==> config.mk <==
export PLATFORM = sky130hd
export DESIGN_NAME = vc_pipe_domain_arbiter_flat
export DESIGN_NICKNAME = d
export VERILOG_FILES = /design/src/rtl/vc_pipe_domain_arbiter_if.sv /design/src/rtl/vc_pipe_domain_arbiter.sv /design/src/flat_wrapper.sv
export SDC_FILE = /design/constraint.sdc
export NUM_CORES = 1
export LEC_CHECK = 0
export ABC_AREA = 1
export ABC_CLOCK_PERIOD_IN_PS = 1270
export BUFFER_PORTS_ARGS = -buffer_cell sky130_fd_sc_hd__buf_2
export CORE_AREA = 8 8 45 47
export CTS_BUF_LIST = sky130_fd_sc_hd__clkbuf_16
export CTS_CLUSTER_SIZE = 16
export DETAILED_ROUTE_END_ITERATION = 8
export DIE_AREA = 0 0 53 55
export SLEW_MARGIN = 15
export SYNTH_ARGS = -nofsm -noshare
export SYNTH_HDL_FRONTEND = slang
export SYNTH_SLANG_ARGS = --single-unit
==> constraint.sdc <==
create_clock -name clk -period 1.27 [get_ports clk]
set_input_delay 0.254 -clock clk [delete_from_list [all_inputs] [get_ports clk]]
set_output_delay 0.254 -clock clk [all_outputs]
set_load 0.005 [all_outputs]
==> src/rtl/vc_pipe_domain_arbiter_if.sv <==
// Handshake bundle between the domain arbiter, its two requesters and the first pipeline stage.
// master = arbiter side, slave = requesters/pipeline side.
interface vc_pipe_domain_arbiter_if;
  logic req0_val;
  logic req0_rdy;
  logic req1_val;
  logic req1_rdy;
  logic pipe_val;
  logic pipe_stall;
  logic pipe_squash;
  logic pipe_empty;
  logic domain;
  logic domain_switch;

  modport master (
    input  req0_val, req1_val, pipe_stall, pipe_squash, pipe_empty,
    output req0_rdy, req1_rdy, pipe_val, domain, domain_switch
  );

  modport slave (
    output req0_val, req1_val, pipe_stall, pipe_squash, pipe_empty,
    input  req0_rdy, req1_rdy, pipe_val, domain, domain_switch
  );
endinterface

==> src/rtl/vc_pipe_domain_arbiter.sv <==
// Two-domain (normal/secure) issue arbiter that drains the shared pipeline on every domain switch.
// Optional VC_PIPE_ARB_CONST_DRAIN_EN: fixed-length drain of NSTAGES cycles.
module vc_pipe_domain_arbiter #(
  parameter int unsigned QUANTUM = 8
`ifdef VC_PIPE_ARB_CONST_DRAIN_EN
  , parameter int unsigned NSTAGES = 3
`endif
) (
  input  logic                            clk,
  input  logic                            reset,
  vc_pipe_domain_arbiter_if.master        arb
);

  localparam int unsigned QW = $clog2(QUANTUM + 1);

  typedef enum logic [1:0] {StRun, StDrain, StSwitch} state_e;

  state_e        state_q, state_d;
  logic          domain_q, domain_d;
  logic [QW-1:0] qcnt_q, qcnt_d;

  logic cur_val, oth_val, go_drain, fire, drain_done;
  logic pipe_val, rdy0, rdy1, dsw;

`ifdef VC_PIPE_ARB_CONST_DRAIN_EN
  localparam int unsigned DW = $clog2(NSTAGES + 1);
  logic [DW-1:0] dcnt_q, dcnt_d;
  // Drain length is fixed so switch time reveals nothing about the prior domain's work.
  assign drain_done = (dcnt_q == '0) && arb.pipe_empty;
`else
  assign drain_done = arb.pipe_empty;
`endif

  assign cur_val  = domain_q ? arb.req1_val : arb.req0_val;
  assign oth_val  = domain_q ? arb.req0_val : arb.req1_val;
  assign go_drain = oth_val && (!cur_val || (qcnt_q == QW'(QUANTUM)));
  assign fire     = (state_q == StRun) && !go_drain && cur_val &&
                    !arb.pipe_stall && !arb.pipe_squash;

  always_comb begin
    state_d  = state_q;
    domain_d = domain_q;
    qcnt_d   = qcnt_q;
    pipe_val = 1'b0;
    rdy0     = 1'b0;
    rdy1     = 1'b0;
    dsw      = 1'b0;
`ifdef VC_PIPE_ARB_CONST_DRAIN_EN
    dcnt_d   = dcnt_q;
`endif
    unique case (state_q)
      StRun: begin
        if (go_drain) begin
          state_d = StDrain;
`ifdef VC_PIPE_ARB_CONST_DRAIN_EN
          dcnt_d  = DW'(NSTAGES - 1);
`endif
        end else begin
          pipe_val = cur_val && !arb.pipe_squash;
          if (fire) begin
            rdy0 = !domain_q;
            rdy1 = domain_q;
            if (qcnt_q != QW'(QUANTUM)) qcnt_d = qcnt_q + QW'(1);
          end
        end
      end
      StDrain: begin
        if (drain_done) state_d = StSwitch;
`ifdef VC_PIPE_ARB_CONST_DRAIN_EN
        if (dcnt_q != '0) dcnt_d = dcnt_q - DW'(1);
`endif
      end
      StSwitch: begin
        dsw      = 1'b1;
        domain_d = !domain_q;
        qcnt_d   = '0;
        state_d  = StRun;
      end
      default: state_d = StRun;
    endcase
  end

  always_ff @(posedge clk) begin
    if (reset) begin
      state_q  <= StRun;
      domain_q <= 1'b0;
      qcnt_q   <= '0;
`ifdef VC_PIPE_ARB_CONST_DRAIN_EN
      dcnt_q   <= '0;
`endif
    end else begin
      state_q  <= state_d;
      domain_q <= domain_d;
      qcnt_q   <= qcnt_d;
`ifdef VC_PIPE_ARB_CONST_DRAIN_EN
      dcnt_q   <= dcnt_d;
`endif
    end
  end

  // Outputs are forced low while reset is held so nothing issues during reset.
  assign arb.pipe_val      = pipe_val && !reset;
  assign arb.req0_rdy      = rdy0 && !reset;
  assign arb.req1_rdy      = rdy1 && !reset;
  assign arb.domain        = domain_q && !reset;
  assign arb.domain_switch = dsw && !reset;

  a_rdy0_ok: assert property (@(posedge clk) disable iff (reset)
    arb.req0_rdy |-> (!arb.domain && arb.pipe_val && !arb.pipe_stall && !arb.pipe_squash));
  a_rdy1_ok: assert property (@(posedge clk) disable iff (reset)
    arb.req1_rdy |-> (arb.domain && arb.pipe_val && !arb.pipe_stall && !arb.pipe_squash));

`ifdef VC_PIPE_ARB_CONST_DRAIN_EN
  // Pipeline still busy after the fixed drain window: the constant-time guarantee is broken.
  a_const_drain: assert property (@(posedge clk) disable iff (reset)
    (state_q == StDrain && dcnt_q == '0) |-> arb.pipe_empty);
`endif

endmodule

==> src/flat_wrapper.sv <==
// flat-port wrapper written by rule: the top's interface ports become plain ports
module vc_pipe_domain_arbiter_flat 
#(
  parameter int unsigned QUANTUM = 8

)
  (clk, reset, arb_req0_val, arb_req1_val, arb_pipe_stall, arb_pipe_squash, arb_pipe_empty, arb_req0_rdy, arb_req1_rdy, arb_pipe_val, arb_domain, arb_domain_switch);
  vc_pipe_domain_arbiter_if arb_i ();
  input  logic clk;
  input  logic reset;
  input wire logic [$bits(arb_i.req0_val)-1:0] arb_req0_val;
  input wire logic [$bits(arb_i.req1_val)-1:0] arb_req1_val;
  input wire logic [$bits(arb_i.pipe_stall)-1:0] arb_pipe_stall;
  input wire logic [$bits(arb_i.pipe_squash)-1:0] arb_pipe_squash;
  input wire logic [$bits(arb_i.pipe_empty)-1:0] arb_pipe_empty;
  output wire logic [$bits(arb_i.req0_rdy)-1:0] arb_req0_rdy;
  output wire logic [$bits(arb_i.req1_rdy)-1:0] arb_req1_rdy;
  output wire logic [$bits(arb_i.pipe_val)-1:0] arb_pipe_val;
  output wire logic [$bits(arb_i.domain)-1:0] arb_domain;
  output wire logic [$bits(arb_i.domain_switch)-1:0] arb_domain_switch;
  assign arb_i.req0_val = arb_req0_val;
  assign arb_i.req1_val = arb_req1_val;
  assign arb_i.pipe_stall = arb_pipe_stall;
  assign arb_i.pipe_squash = arb_pipe_squash;
  assign arb_i.pipe_empty = arb_pipe_empty;
  assign arb_req0_rdy = arb_i.req0_rdy;
  assign arb_req1_rdy = arb_i.req1_rdy;
  assign arb_pipe_val = arb_i.pipe_val;
  assign arb_domain = arb_i.domain;
  assign arb_domain_switch = arb_i.domain_switch;
  vc_pipe_domain_arbiter #(.QUANTUM(QUANTUM)) u_core (.clk(clk), .reset(reset), .arb(arb_i));
endmodule
==> reports/qor_table.md, run 1 <==
| Result | This run |
|:---|:---|
| Cell total after placement | 118 |
| Fill cells | 112 |
| Beginning of the worst register-to-register path | u_core.qcnt_q[0] |
| Rows | 14 |
| Area inside the core boundary | 1380 µm² |
| Clk root buf | sky130_fd_sc_hd__clkbuf_16 |
| DR DRC count | 0 |
| Number of antenna violations at the first check in global routing | 0 |
| Sequential area share after synthesis | 29.2% |
| Worst hold slack | 0.252 ns |
| Avg Inst Size Synth | 6.31 µm² |
| Failing checks | setup timing |
| Cell-by-cell listing of the critical path | inv_2 -> ha_4 -> nand3_4 -> nand2_4 -> nand2_2 -> inv_2 -> nor3_2 -> buf_2 |
| Arrival time at the worst endpoint | 1.36 ns |
| Max-slew violation count | 0 |
| Worst hold path endpoint | u_core.state_q[1] |
| Net count after synthesis | 85 |
| Via count of the first global-routing pass | 563 |
| Overflow left after global routing | 0 |
| Flip-flop and latch count after synthesis | 7 |
| Worst Reg2Reg Path Length in Cells | 8 |
| Share of Yosys cell area claimed by the top area cell type | 29.2% |
| Hold path depth | 3 |
| Static leakage | 0.428 nW |
| Critical path required time | 1.02 ns |
| Global-route wire length before repair | 2310 µm |
| RSZ-0062 raised after global routing | true |
| Dominant register cell in the synthesized netlist | sky130_fd_sc_hd__dfxtp_1 |
| Cell Pwr Density | 1040 nW/µm² |
| Synthesized-area fraction occupied by xor and xnor cells | 1.83% |
| Most repeated cell in the gate-level netlist after synthesis | sky130_fd_sc_hd__nand2_1 |
| Number of iterations in the first detailed-routing pass | 3 |
| Most numerous cell on the critical path | sky130_fd_sc_hd__inv_2 |
| Wire per inst | 12.3 µm |
| Clk_skew | 0.00167 ns |
| Number of maximum-capacitance violations | 0 |
| Post-synth EDFFs | 0 |
| Fraction of final layout cells with drive strength greater than 1 | 60.2% |
| Vias per inst | 4.81 |
| Final Hold Vio Count | 0 |
| Post-Synth Adder-Cell Area | 5.22% |
| Number of top-level design ports | 12 |
| R2R setup slack | -0.04 ns |
| Starting Density | 34.6% |
| Hold/Removal Path Class | in -> reg |
| Input/output buffers | 11 |
| Width of the die | 53 µm |
| Slowest stage delay, CP | 0.32 ns |
| Multiplexer share of the synthesized area | 0% |
| Count of unique library cells instantiated by Yosys | 19 |
| Sum Neg Setup Slack | -1.06 ns |
| H-tree depth reported by CTS | 1 |
| Max transition margin | 85.5% |
| Maximum number of pins on one net before global-route repair | 9 |
| Measured slew at the worst slew-check pin | 0.215 ns |
| Area of the mapped netlist | 479 µm² |
| VDD IR max | 0.684 mV |
| Worst r2r dst | u_core.qcnt_q[1] |
| Final worst slack | -0.341 ns |
| Shortest period the worst path allows | 1.61 ns |
| Ant diodes | 0 |
| Reg clk slew, reported paths | 0.04 ns |
| Maximum fanout along the worst path | 2 |
| Largest family of logic cells by synthesized area | simple AND/OR/NAND/NOR gates |
| DIE AREA | 2920 µm² |
| Final setup violation count | 5 |
| Routed vias | 597 |
| Outcome | finished, violations left |
| Fin crit share | 127% |
| Number of sinks on the clock net | 7 |
| Cell type with the largest total area after synthesis | sky130_fd_sc_hd__dfxtp_1 |
| CP Capture Type | primary output |
| CP bufs+invs | 3 |
| Launch instance of the worst min-delay path | arb_pipe_empty |
| Share of the synthesized area in compound gates (AO/OA/AOI/OAI) | 10.7% |
| DP HPWL | 1050 µm |
| Cell family contributing the most delay on the critical path | simple AND/OR/NAND/NOR gates |
| Number of nets in the finished design | 118 |
| Post-Place Setup Slack | -0.176 ns |
| Top cell types by occurrence after synthesis | sky130_fd_sc_hd__nand2_1, sky130_fd_sc_hd__inv_1, sky130_fd_sc_hd__dfxtp_1, sky130_fd_sc_hd__nor2_1 |
| Buffers from clock root to sink, at most | 2 |
| Last weighted congestion value of the routability-driven placer | 0.831 |
| Async set-reset flop share out of synthesis | 0% |
| Origin of the worst setup path | u_core.qcnt_q[0] |
| Synth-to-Final Area Change | 88.8% |
| Post-route non-filler standard cell count | 124 |
| Leading cell types by total area after synthesis | sky130_fd_sc_hd__dfxtp_1, sky130_fd_sc_hd__nand2_1, sky130_fd_sc_hd__inv_1, sky130_fd_sc_hd__nor2_1, sky130_fd_sc_hd__ha_1 |
| Wire length reported by the detailed router | 1520 µm |
| Yosys warning total | 0 |
| Height of the die | 55 µm |
| Number of buffers added by the clock tree synthesis step | 3 |
| Crit start category | flip-flop |
| Simple-gate area share of the yosys netlist | 40.5% |
| Class of the most critical setup path | reg -> out |
| Post-Synthesis Cells | 76 |
| Sum of internal, switching and leakage power | 0.942 mW |
| Standard cell with the maximum stage delay on the critical path | sky130_fd_sc_hd__dfxtp_2 |
| Maximum frequency from static timing analysis | 0.621 GHz |
| Skew-Pair Late Insertion Delay | 0.24 ns |
| Number of nets with antenna violations after routing | 0 |
| Violation count after the first detailed-routing iteration | 6 |
| Overall Global Routing Usage | 10.8% |
| Clock tree from TritonCTS | done |
## power by group
| part | internal [mW] | total (mW) | switching (mW) |
|---|---|---|---|
| clock | 0.411 | 0.546 | 0.135 |
| sequential | 0.226 | 0.231 | 0.00508 |
| combinational | 0.0757 | 0.164 | 0.0886 |
| total | 0.713 | 0.942 | 0.229 |
## logic make-up (layout without fill, tap and decap cells)
logic type	after synthesis	count (layout)
AO/OA/AOI/OAI	9	9
flip-flops	7	7
AND/OR/NAND/NOR	41	41
XOR/XNOR	1	1
adder cells (fa/ha/maj)	2	2
buffers and inverters	16	48
## layer usage
metal	track usage [%]	vias to the layer above	share of wire (%)
met3	3.21	5	8.2
met1	11.1	265	38
met4	9.05	0	3.4
li1	-	312	-
met2	18.0	15	50
met5	0	-	0
## timing repair
action | CTS | global route
endpoints found under the hold margin | 0 | 0
pin swaps | 6 | 4
hold buffers | 0 | 0
endpoints found under the setup margin | 7 | 9
setup buffers | 3 | 0
gates resized for setup | 10 | 22
## cells in the final DEF (no fill, tap or decap), types with 2 or more instances in the layout
master | netlist | final
sky130_fd_sc_hd__nor2_1 | 7 | 3
sky130_fd_sc_hd__inv_1 | 14 | 11
sky130_fd_sc_hd__nor3_2 | 0 | 3
sky130_fd_sc_hd__dfxtp_1 | 7 | 3
sky130_fd_sc_hd__a21oi_2 | 1 | 2
sky130_fd_sc_hd__buf_4 | 0 | 14
sky130_fd_sc_hd__buf_6 | 0 | 4
sky130_fd_sc_hd__dfxtp_2 | 0 | 3
sky130_fd_sc_hd__o21ai_2 | 0 | 2
sky130_fd_sc_hd__buf_2 | 0 | 11
sky130_fd_sc_hd__inv_2 | 1 | 5
sky130_fd_sc_hd__a21oi_1 | 4 | 2
sky130_fd_sc_hd__clkbuf_16 | 0 | 3
sky130_fd_sc_hd__nand4_1 | 4 | 4
sky130_fd_sc_hd__nand2_1 | 18 | 14
sky130_fd_sc_hd__nand2_2 | 3 | 5
sky130_fd_sc_hd__nand2_4 | 0 | 2
sky130_fd_sc_hd__nor2_2 | 0 | 3
## layout make-up
cell class	count	area (µm²)	area share [%]
multi-input combinational	53	397	43.8
timing repair buffer	29	205	22.7
sequential	7	148	16.3
clock buffer	3	75.1	8.30
inverter	15	56.3	6.22
tap	16	20.0	2.21
clock inverter	1	3.75	0.415
## stage by stage
stage,util (%),area [µm²]
after CTS,59.0,817
after floorplan,-,509
after global routing,65.4,905
after global placement,50.6,701
after detailed placement,50.6,701
final,65.4,905
## tightest hold or removal path, cell delays in order
cell,delay [ns]
sky130_fd_sc_hd__buf_2,0.09
sky130_fd_sc_hd__inv_1,0.06
sky130_fd_sc_hd__nor4_1,0.04
## registers in the layout, indices dropped and copies added, names as in the netlist
signal,count
u_core.state_q,2
u_core.domain_q,1
u_core.qcnt_q,4
## how the worst max path moves through the flow
stage	end	slack, ns	depth (start not counted)
after global routing	arb_pipe_val	-0.39	8
final	arb_pipe_val	-0.34	8
after CTS	arb_req0_rdy	-0.31	8
after floorplan	arb_req0_rdy	-0.09	7
after global placement	arb_req0_rdy	-0.14	8
after detailed placement	arb_req0_rdy	-0.18	7
Power figures use the tool's default switching activity.
==> run 2: changes to the inputs <==
--- a/config.mk
+++ b/config.mk
@@ -8,11 +8,13 @@
 export ABC_AREA = 1
 export ABC_CLOCK_PERIOD_IN_PS = 1270
 export BUFFER_PORTS_ARGS = -buffer_cell sky130_fd_sc_hd__buf_2
+export CAP_MARGIN = 30
 export CORE_AREA = 8 8 45 47
 export CTS_BUF_LIST = sky130_fd_sc_hd__clkbuf_16
 export CTS_CLUSTER_SIZE = 16
 export DETAILED_ROUTE_END_ITERATION = 8
 export DIE_AREA = 0 0 53 55
+export RECOVER_POWER = 50
 export SLEW_MARGIN = 15
 export SYNTH_ARGS = -nofsm -noshare
 export SYNTH_HDL_FRONTEND = slang
==> reports/qor_table.md, run 2 (synthesized netlist as in run 1, its figures left out) <==
| Result | This run | vs previous |
|:---|:---|:---|
| Outcome | finished, violations left | unchanged |
| Failing checks | setup timing | unchanged |
| Number of antenna violations at the first check in global routing | 0 | unchanged |
| Hold path depth | 3 | unchanged |
| Buffers from clock root to sink, at most | 2 | unchanged |
| Hold/Removal Path Class | in -> reg | unchanged |
| Final worst slack | -0.341 ns | about the same |
| Beginning of the worst register-to-register path | u_core.qcnt_q[0] | unchanged |
| RSZ-0062 raised after global routing | true | unchanged |
| Sum of internal, switching and leakage power | 0.942 mW | about the same |
| Rows | 14 | unchanged |
| Maximum number of pins on one net before global-route repair | 9 | unchanged |
| Most numerous cell on the critical path | sky130_fd_sc_hd__inv_2 | unchanged |
| Register bank with the most flops | u_core.qcnt_q | unchanged |
| Class of the most critical setup path | reg -> out | unchanged |
| DR DRC count | 0 | unchanged |
| Number of top-level design ports | 12 | unchanged |
| Power spent charging and discharging nets | 0.229 mW | about the same |
| Fin crit share | 127% | about the same |
| Worst Reg2Reg Path Length in Cells | 8 | unchanged |
| R2R setup slack | -0.04 ns | about the same |
| Height of the die | 55 µm | unchanged |
| Overflow left after global routing | 0 | unchanged |
| Static leakage | 0.428 nW | about the same |
| CP Capture Type | primary output | unchanged |
| Slowest stage delay, CP | 0.32 ns | about the same |
| Wire length reported by the detailed router | 1520 µm | about the same |
| Arrival time at the worst endpoint | 1.36 ns | about the same |
| DP HPWL | 1050 µm | unchanged |
| Number of stages on the worst setup path | 8 | unchanged |
| Max transition margin | 85.5% | about the same |
| Clk_skew | 0.00167 ns | about the same |
| Global-route wire length before repair | 2310 µm | unchanged |
| CTS hold repair buffers | 0 | unchanged |
| Measured slew at the worst slew-check pin | 0.215 ns | about the same |
| Starting Density | 34.6% | unchanged |
| Number of maximum-capacitance violations | 0 | unchanged |
| Sum Neg Setup Slack | -1.06 ns | about the same |
| Cell-by-cell listing of the critical path | inv_2 -> ha_4 -> nand3_4 -> nand2_4 -> nand2_2 -> inv_2 -> nor3_2 -> buf_2 | unchanged |
| Synth-to-Final Area Change | 88.8% | unchanged |
| Input/output buffers | 11 | unchanged |
| Switching portion of total power | 24.3% | about the same |
| Number of iterations in the first detailed-routing pass | 3 | unchanged |
| Violation count after the first detailed-routing iteration | 6 | unchanged |
| Clk root buf | sky130_fd_sc_hd__clkbuf_16 | unchanged |
| Number of sinks on the clock net | 7 | unchanged |
| Width of the die | 53 µm | unchanged |
| Area of combinational cells with multiple inputs | 397 µm² | unchanged |
| Skew-Pair Late Insertion Delay | 0.24 ns | about the same |
| Leading cell types in the layout, fill and taps excluded | sky130_fd_sc_hd__nand2_1, sky130_fd_sc_hd__buf_4, sky130_fd_sc_hd__inv_1, sky130_fd_sc_hd__buf_2 | unchanged |
| Cell-internal power | 0.713 mW | about the same |
| Clock tree from TritonCTS | done | unchanged |
| VDD IR max | 0.684 mV | about the same |
| Worst r2r dst | u_core.qcnt_q[1] | unchanged |
| Critical path required time | 1.02 ns | about the same |
| Most common cell after layout, fill and taps aside | sky130_fd_sc_hd__nand2_1 |  |
| Combinational share of power | 17.4% | about the same |
| Last weighted congestion value of the routability-driven placer | 0.831 | unchanged |
| Wire per inst | 12.3 µm | about the same |
| Reg clk slew, reported paths | 0.04 ns | about the same |
| Worst hold path endpoint | u_core.state_q[1] | unchanged |
| Register area | 148 µm² | unchanged |
| Via count of the first global-routing pass | 563 | unchanged |
| Area inside the core boundary | 1380 µm² | unchanged |
| Number of nets with antenna violations after routing | 0 | unchanged |
| Routed vias | 595 | was 597 |
| Final Hold Vio Count | 0 | unchanged |
| Standard cell with the maximum stage delay on the critical path | sky130_fd_sc_hd__dfxtp_2 | unchanged |
| Crit start category | flip-flop | unchanged |
| Max-slew violation count | 0 | unchanged |
| Maximum frequency from static timing analysis | 0.621 GHz | about the same |
| Number of nets in the finished design | 118 | unchanged |
| Clock power share | 58.0% | about the same |
| Launch instance of the worst min-delay path | arb_pipe_empty | unchanged |
| Maximum fanout along the worst path | 2 | unchanged |
| Cell family contributing the most delay on the critical path | simple AND/OR/NAND/NOR gates | unchanged |
| Ant diodes | 0 | unchanged |
| Overall Global Routing Usage | 10.8% | unchanged |
| Power share of the sequential group | 24.6% | about the same |
| Cell Pwr Density | 1040 nW/µm² | about the same |
| Vias per inst | 4.80 | was 4.81 |
| Shortest period the worst path allows | 1.61 ns | about the same |
| Final setup violation count | 5 | unchanged |
| CP bufs+invs | 3 | unchanged |
| Number of buffers added by the clock tree synthesis step | 3 | unchanged |
| H-tree depth reported by CTS | 1 | unchanged |
| DIE AREA | 2920 µm² | unchanged |
| Fraction of final layout cells with drive strength greater than 1 | 60.2% | unchanged |
| Top Registers | u_core.qcnt_q (4), u_core.state_q (2), u_core.domain_q (1) | unchanged |
| Fill cells | 112 | unchanged |
| Max reg flops | 4 | unchanged |
==> run 2: cell types whose count changed in the layout (fill, tap and decap cells not counted), sizes merged <==
cell,change
buf,-1
clkbuf,+1
==> run 2: metal layers <==
layer | vias to the layer above | wire length (µm) | GRT usage (%)
met2 | 15 | 755 | 18.0
met4 | 0 | 52 | 9.05
met5 | - | 0 | 0
li1 | 311 | - | -
met3 | 5 | 125 | 3.21
met1 | 264 | 587 | 11.1
==> run 2: how the worst max path moves through the flow <==
stage | start | to
CTS | u_core.qcnt_q[0] | arb_req0_rdy
global placement | u_core.qcnt_q[0] | arb_req0_rdy
detailed placement | u_core.domain_q | arb_req0_rdy
global route | u_core.qcnt_q[1] | arb_pipe_val
finish | u_core.qcnt_q[0] | arb_pipe_val
floorplan | u_core.qcnt_q[1] | arb_req0_rdy
==> run 2: per-stage QoR <==
stage | instances | utilization, % | cell area [µm²] | setup WS, ns | hold WS, ns
finish | 124 | 65.4 | 905 | -0.341 | 0.253
global route | 124 | 65.4 | 905 | -0.390 | 0.282
CTS | 124 | 59.0 | 817 | -0.310 | 0.260
detailed placement | 118 | 50.6 | 701 | -0.176 | 0.503
global placement | 118 | 50.6 | 701 | -0.141 | 0.503
floorplan | 76 | - | 509 | -0.0908 | 0.389
==> run 2: power by group through the flow <==
| stage | combinational, mW | sequential [mW] | clock [mW] |
|---|---|---|---|
| floorplan | 0.0629 | 0.237 | 0 |
| global placement | 0.121 | 0.235 | 0 |
| detailed placement | 0.122 | 0.235 | 0 |
| CTS | 0.131 | 0.230 | 0.552 |
| global route | 0.178 | 0.232 | 0.563 |
| finish | 0.164 | 0.231 | 0.546 |
==> run 2: worst min-delay path: stages <==
cell and delay [ns]:
sky130_fd_sc_hd__buf_2 0.09, sky130_fd_sc_hd__inv_1 0.06, sky130_fd_sc_hd__nor4_1 0.04
==> run 2: final cells by class <==
class                           count  area share, %
Clock buffer                        3           8.30
Sequential cell                     7           16.3
Multi-Input combinational cell     53           43.8
Clock inverter                      1          0.415
Tap cell                           16           2.21
Timing Repair Buffer               29           22.7
Inverter                           15           6.22
==> run 2: what timing repair did <==
action,CTS,global route
endpoints found under the setup margin,7,9
gates resized for setup,10,22
setup buffers,3,0
endpoints found under the hold margin,0,0
pin swaps,6,4
==> run 3: changes to the inputs <==
==> constraint.sdc (replaced) <==
create_clock -name clk -period 1.27 [get_ports clk]
set_input_delay 0.127 -clock clk [delete_from_list [all_inputs] [get_ports clk]]
set_output_delay 0.127 -clock clk [all_outputs]
set_load 0.005 [all_outputs]
==> reports/qor_table.md, run 3 (synthesized netlist as in run 1, its figures left out) <==
| Result | This run | vs previous |
|:---|:---|:---|
| RSZ-0062 raised after global routing | true | unchanged |
| Post-layout utilization of the core | 62.4% | was 65.4% |
| Synth-to-Final Area Change | 80.2% | was 88.8% |
| R2R setup slack | -0.08 ns | was -0.04 ns |
| Cell-by-cell listing of the critical path | inv_2 -> ha_4 -> nand3_4 -> nand2_4 -> a21oi_4 -> nand2_2 -> nor3_2 -> buf_2 | was inv_2 -> ha_4 -> nand3_4 -> nand2_4 -> nand2_2 -> inv_2 -> nor3_2 -> buf_2 |
| Critical path required time | 1.14 ns | was 1.02 ns |
| Overflow left after global routing | 0 | unchanged |
| Violation count after the first detailed-routing iteration | 9 | was 6 |
| Width of the die | 53 µm | unchanged |
| Cell total after placement | 113 | was 118 |
| Slowest stage delay, CP | 0.32 ns | about the same |
| Sum Neg Setup Slack | -0.885 ns | was -1.06 ns |
| Post-route non-filler standard cell count | 123 | was 124 |
| Clock tree from TritonCTS | done | unchanged |
| Starting Density | 34.6% | unchanged |
| Cell Pwr Density | 1070 nW/µm² | was 1040 nW/µm² |
| Reg clk slew, reported paths | 0.04 ns | about the same |
| Via count of the first global-routing pass | 583 | was 563 |
| Leading cell types in the layout, fill and taps excluded | sky130_fd_sc_hd__nand2_1, sky130_fd_sc_hd__buf_4, sky130_fd_sc_hd__inv_1 | was sky130_fd_sc_hd__nand2_1, sky130_fd_sc_hd__buf_4, sky130_fd_sc_hd__inv_1, sky130_fd_sc_hd__buf_2 |
| DIE AREA | 2920 µm² | unchanged |
| Max reg flops | 4 | unchanged |
| Standard cell with the maximum stage delay on the critical path | sky130_fd_sc_hd__dfxtp_2 | unchanged |
| Max transition margin | 81.4% | was 85.5% |
| Number of nets with antenna violations after routing | 0 | unchanged |
| Number of antenna violations at the first check in global routing | 0 | unchanged |
| Final worst slack | -0.224 ns | was -0.341 ns |
| DP HPWL | 985 µm | was 1050 µm |
| Final Cell Area | 863 µm² | was 905 µm² |
| Failing checks | setup timing | unchanged |
| Number of iterations in the first detailed-routing pass | 4 | was 3 |
| Measured slew at the worst slew-check pin | 0.276 ns | was 0.215 ns |
| Worst hold path endpoint | u_core.state_q[1] | unchanged |
| Rows | 14 | unchanged |
| VDD IR max | 0.857 mV | was 0.684 mV |
| Maximum fanout along the worst path | 2 | unchanged |
| Buffers from clock root to sink, at most | 2 | unchanged |
| Class of the most critical setup path | reg -> out | unchanged |
| Register bank with the most flops | u_core.qcnt_q | unchanged |
| Static leakage | 0.419 nW | was 0.428 nW |
| Ant diodes | 0 | unchanged |
| Height of the die | 55 µm | unchanged |
| Launch instance of the worst min-delay path | arb_pipe_empty | unchanged |
| Routed vias | 576 | was 595 |
| DR DRC count | 0 | unchanged |
| Beginning of the worst register-to-register path | u_core.qcnt_q[0] | unchanged |
| Number of maximum-capacitance violations | 0 | unchanged |
| Wire length reported by the detailed router | 1460 µm | was 1520 µm |
| H-tree depth reported by CTS | 1 | unchanged |
| Outcome | finished, violations left | unchanged |
| Last weighted congestion value of the routability-driven placer | 0.870 | was 0.831 |
| Vias per inst | 4.68 | was 4.80 |
| Input/output buffers | 11 | unchanged |
| Hold/Removal Path Class | in -> reg | unchanged |
| Clk root buf | sky130_fd_sc_hd__clkbuf_16 | unchanged |
| Fill cells | 123 | was 112 |
| Final setup violation count | 8 | was 5 |
| Arrival time at the worst endpoint | 1.37 ns | was 1.36 ns |
| Wire per inst | 11.9 µm | was 12.3 µm |
| Crit start category | flip-flop | unchanged |
| Area of combinational cells with multiple inputs | 367 µm² | was 397 µm² |
| Worst hold slack | 0.139 ns | was 0.253 ns |
| Max-slew violation count | 0 | unchanged |
| CTS hold repair buffers | 0 | unchanged |
| Clk_skew | 0.00325 ns | was 0.00167 ns |
| Sum of internal, switching and leakage power | 0.921 mW | was 0.942 mW |
| Number of sinks on the clock net | 7 | unchanged |
| Skew-Pair Late Insertion Delay | 0.23 ns | was 0.24 ns |
| Maximum number of pins on one net before global-route repair | 9 | unchanged |
| Global-route wire length before repair | 2250 µm | was 2310 µm |
| Number of nets in the finished design | 117 | was 118 |
| Number of top-level design ports | 12 | unchanged |
| Fin crit share | 118% | was 127% |
| Fraction of final layout cells with drive strength greater than 1 | 53.3% | was 60.2% |
| Post-Place Setup Slack | -0.137 ns | was -0.176 ns |
| Hold path depth | 3 | unchanged |
| Area post-placement | 633 µm² | was 701 µm² |
| CP Capture Type | primary output | unchanged |
| Register area | 148 µm² | unchanged |
| Shortest period the worst path allows | 1.49 ns | was 1.61 ns |
| Final Hold Vio Count | 0 | unchanged |
| Area inside the core boundary | 1380 µm² | unchanged |
| Number of buffers added by the clock tree synthesis step | 3 | unchanged |
| Worst r2r dst | u_core.qcnt_q[0] | was u_core.qcnt_q[1] |
| Overall Global Routing Usage | 10.5% | was 10.8% |
| Maximum frequency from static timing analysis | 0.669 GHz | was 0.621 GHz |
| Top Registers | u_core.qcnt_q (4), u_core.state_q (2), u_core.domain_q (1) | unchanged |
| Worst Reg2Reg Path Length in Cells | 10 | was 8 |
-- run 3: cell count changes in the layout (fill, tap and decap cells not counted), sizes merged --
cell,before,now
clkbuf,4,3
-- run 3: report_power, final --
part	switching, mW	total (mW)	internal, mW
clock	0.116	0.525	0.409
combinational	0.0836	0.163	0.0794
sequential	0.00576	0.233	0.227
total	0.205	0.920	0.715
-- run 3: cell type report --
| class | count | area share [%] |
|---|---|---|
| inverters | 15 | 6.52 |
| well taps | 16 | 2.32 |
| multi-input cells | 53 | 42.5 |
| clock buffers | 3 | 8.70 |
| repair buffers | 28 | 22.5 |
| flip-flops and latches | 7 | 17.1 |
| clock inverters | 1 | 0.435 |
-- run 3: per-layer routing --
metal	vias up	track usage, %	routed length [µm]
li1	304	-	-
met1	252	9.77	564
met2	16	19.3	757
met3	4	2.14	102
met4	0	9.05	39
met5	-	0	0
-- run 3: worst max-delay path: cells and delay by family, from the launching register on --
kind	cells	cell delay [ns]
AND/OR/NAND/NOR	4	0.34
AO/OA/AOI/OAI	1	0.13
buffers and inverters	2	0.19
adder cells (fa/ha/maj)	1	0.15
flip-flops	1	0.32
-- run 3: worst max path at each step --
stage	from	to	slack, ns	cells after the start
finish	u_core.qcnt_q[0]	arb_req0_rdy	-0.22	8
global route	u_core.state_q[0]	arb_req0_rdy	-0.30	8
CTS	u_core.qcnt_q[0]	arb_req1_rdy	-0.28	8
detailed placement	u_core.qcnt_q[0]	arb_req1_rdy	-0.14	8
global placement	u_core.qcnt_q[0]	arb_req1_rdy	-0.14	8
floorplan	u_core.qcnt_q[0]	arb_req0_rdy	-0.02	7
-- run 3: what timing repair did --
action	4_1_cts	5_1_grt
pin swaps	6	6
resized for setup	14	17
setup endpoints to repair	9	9
setup buffers	18	2
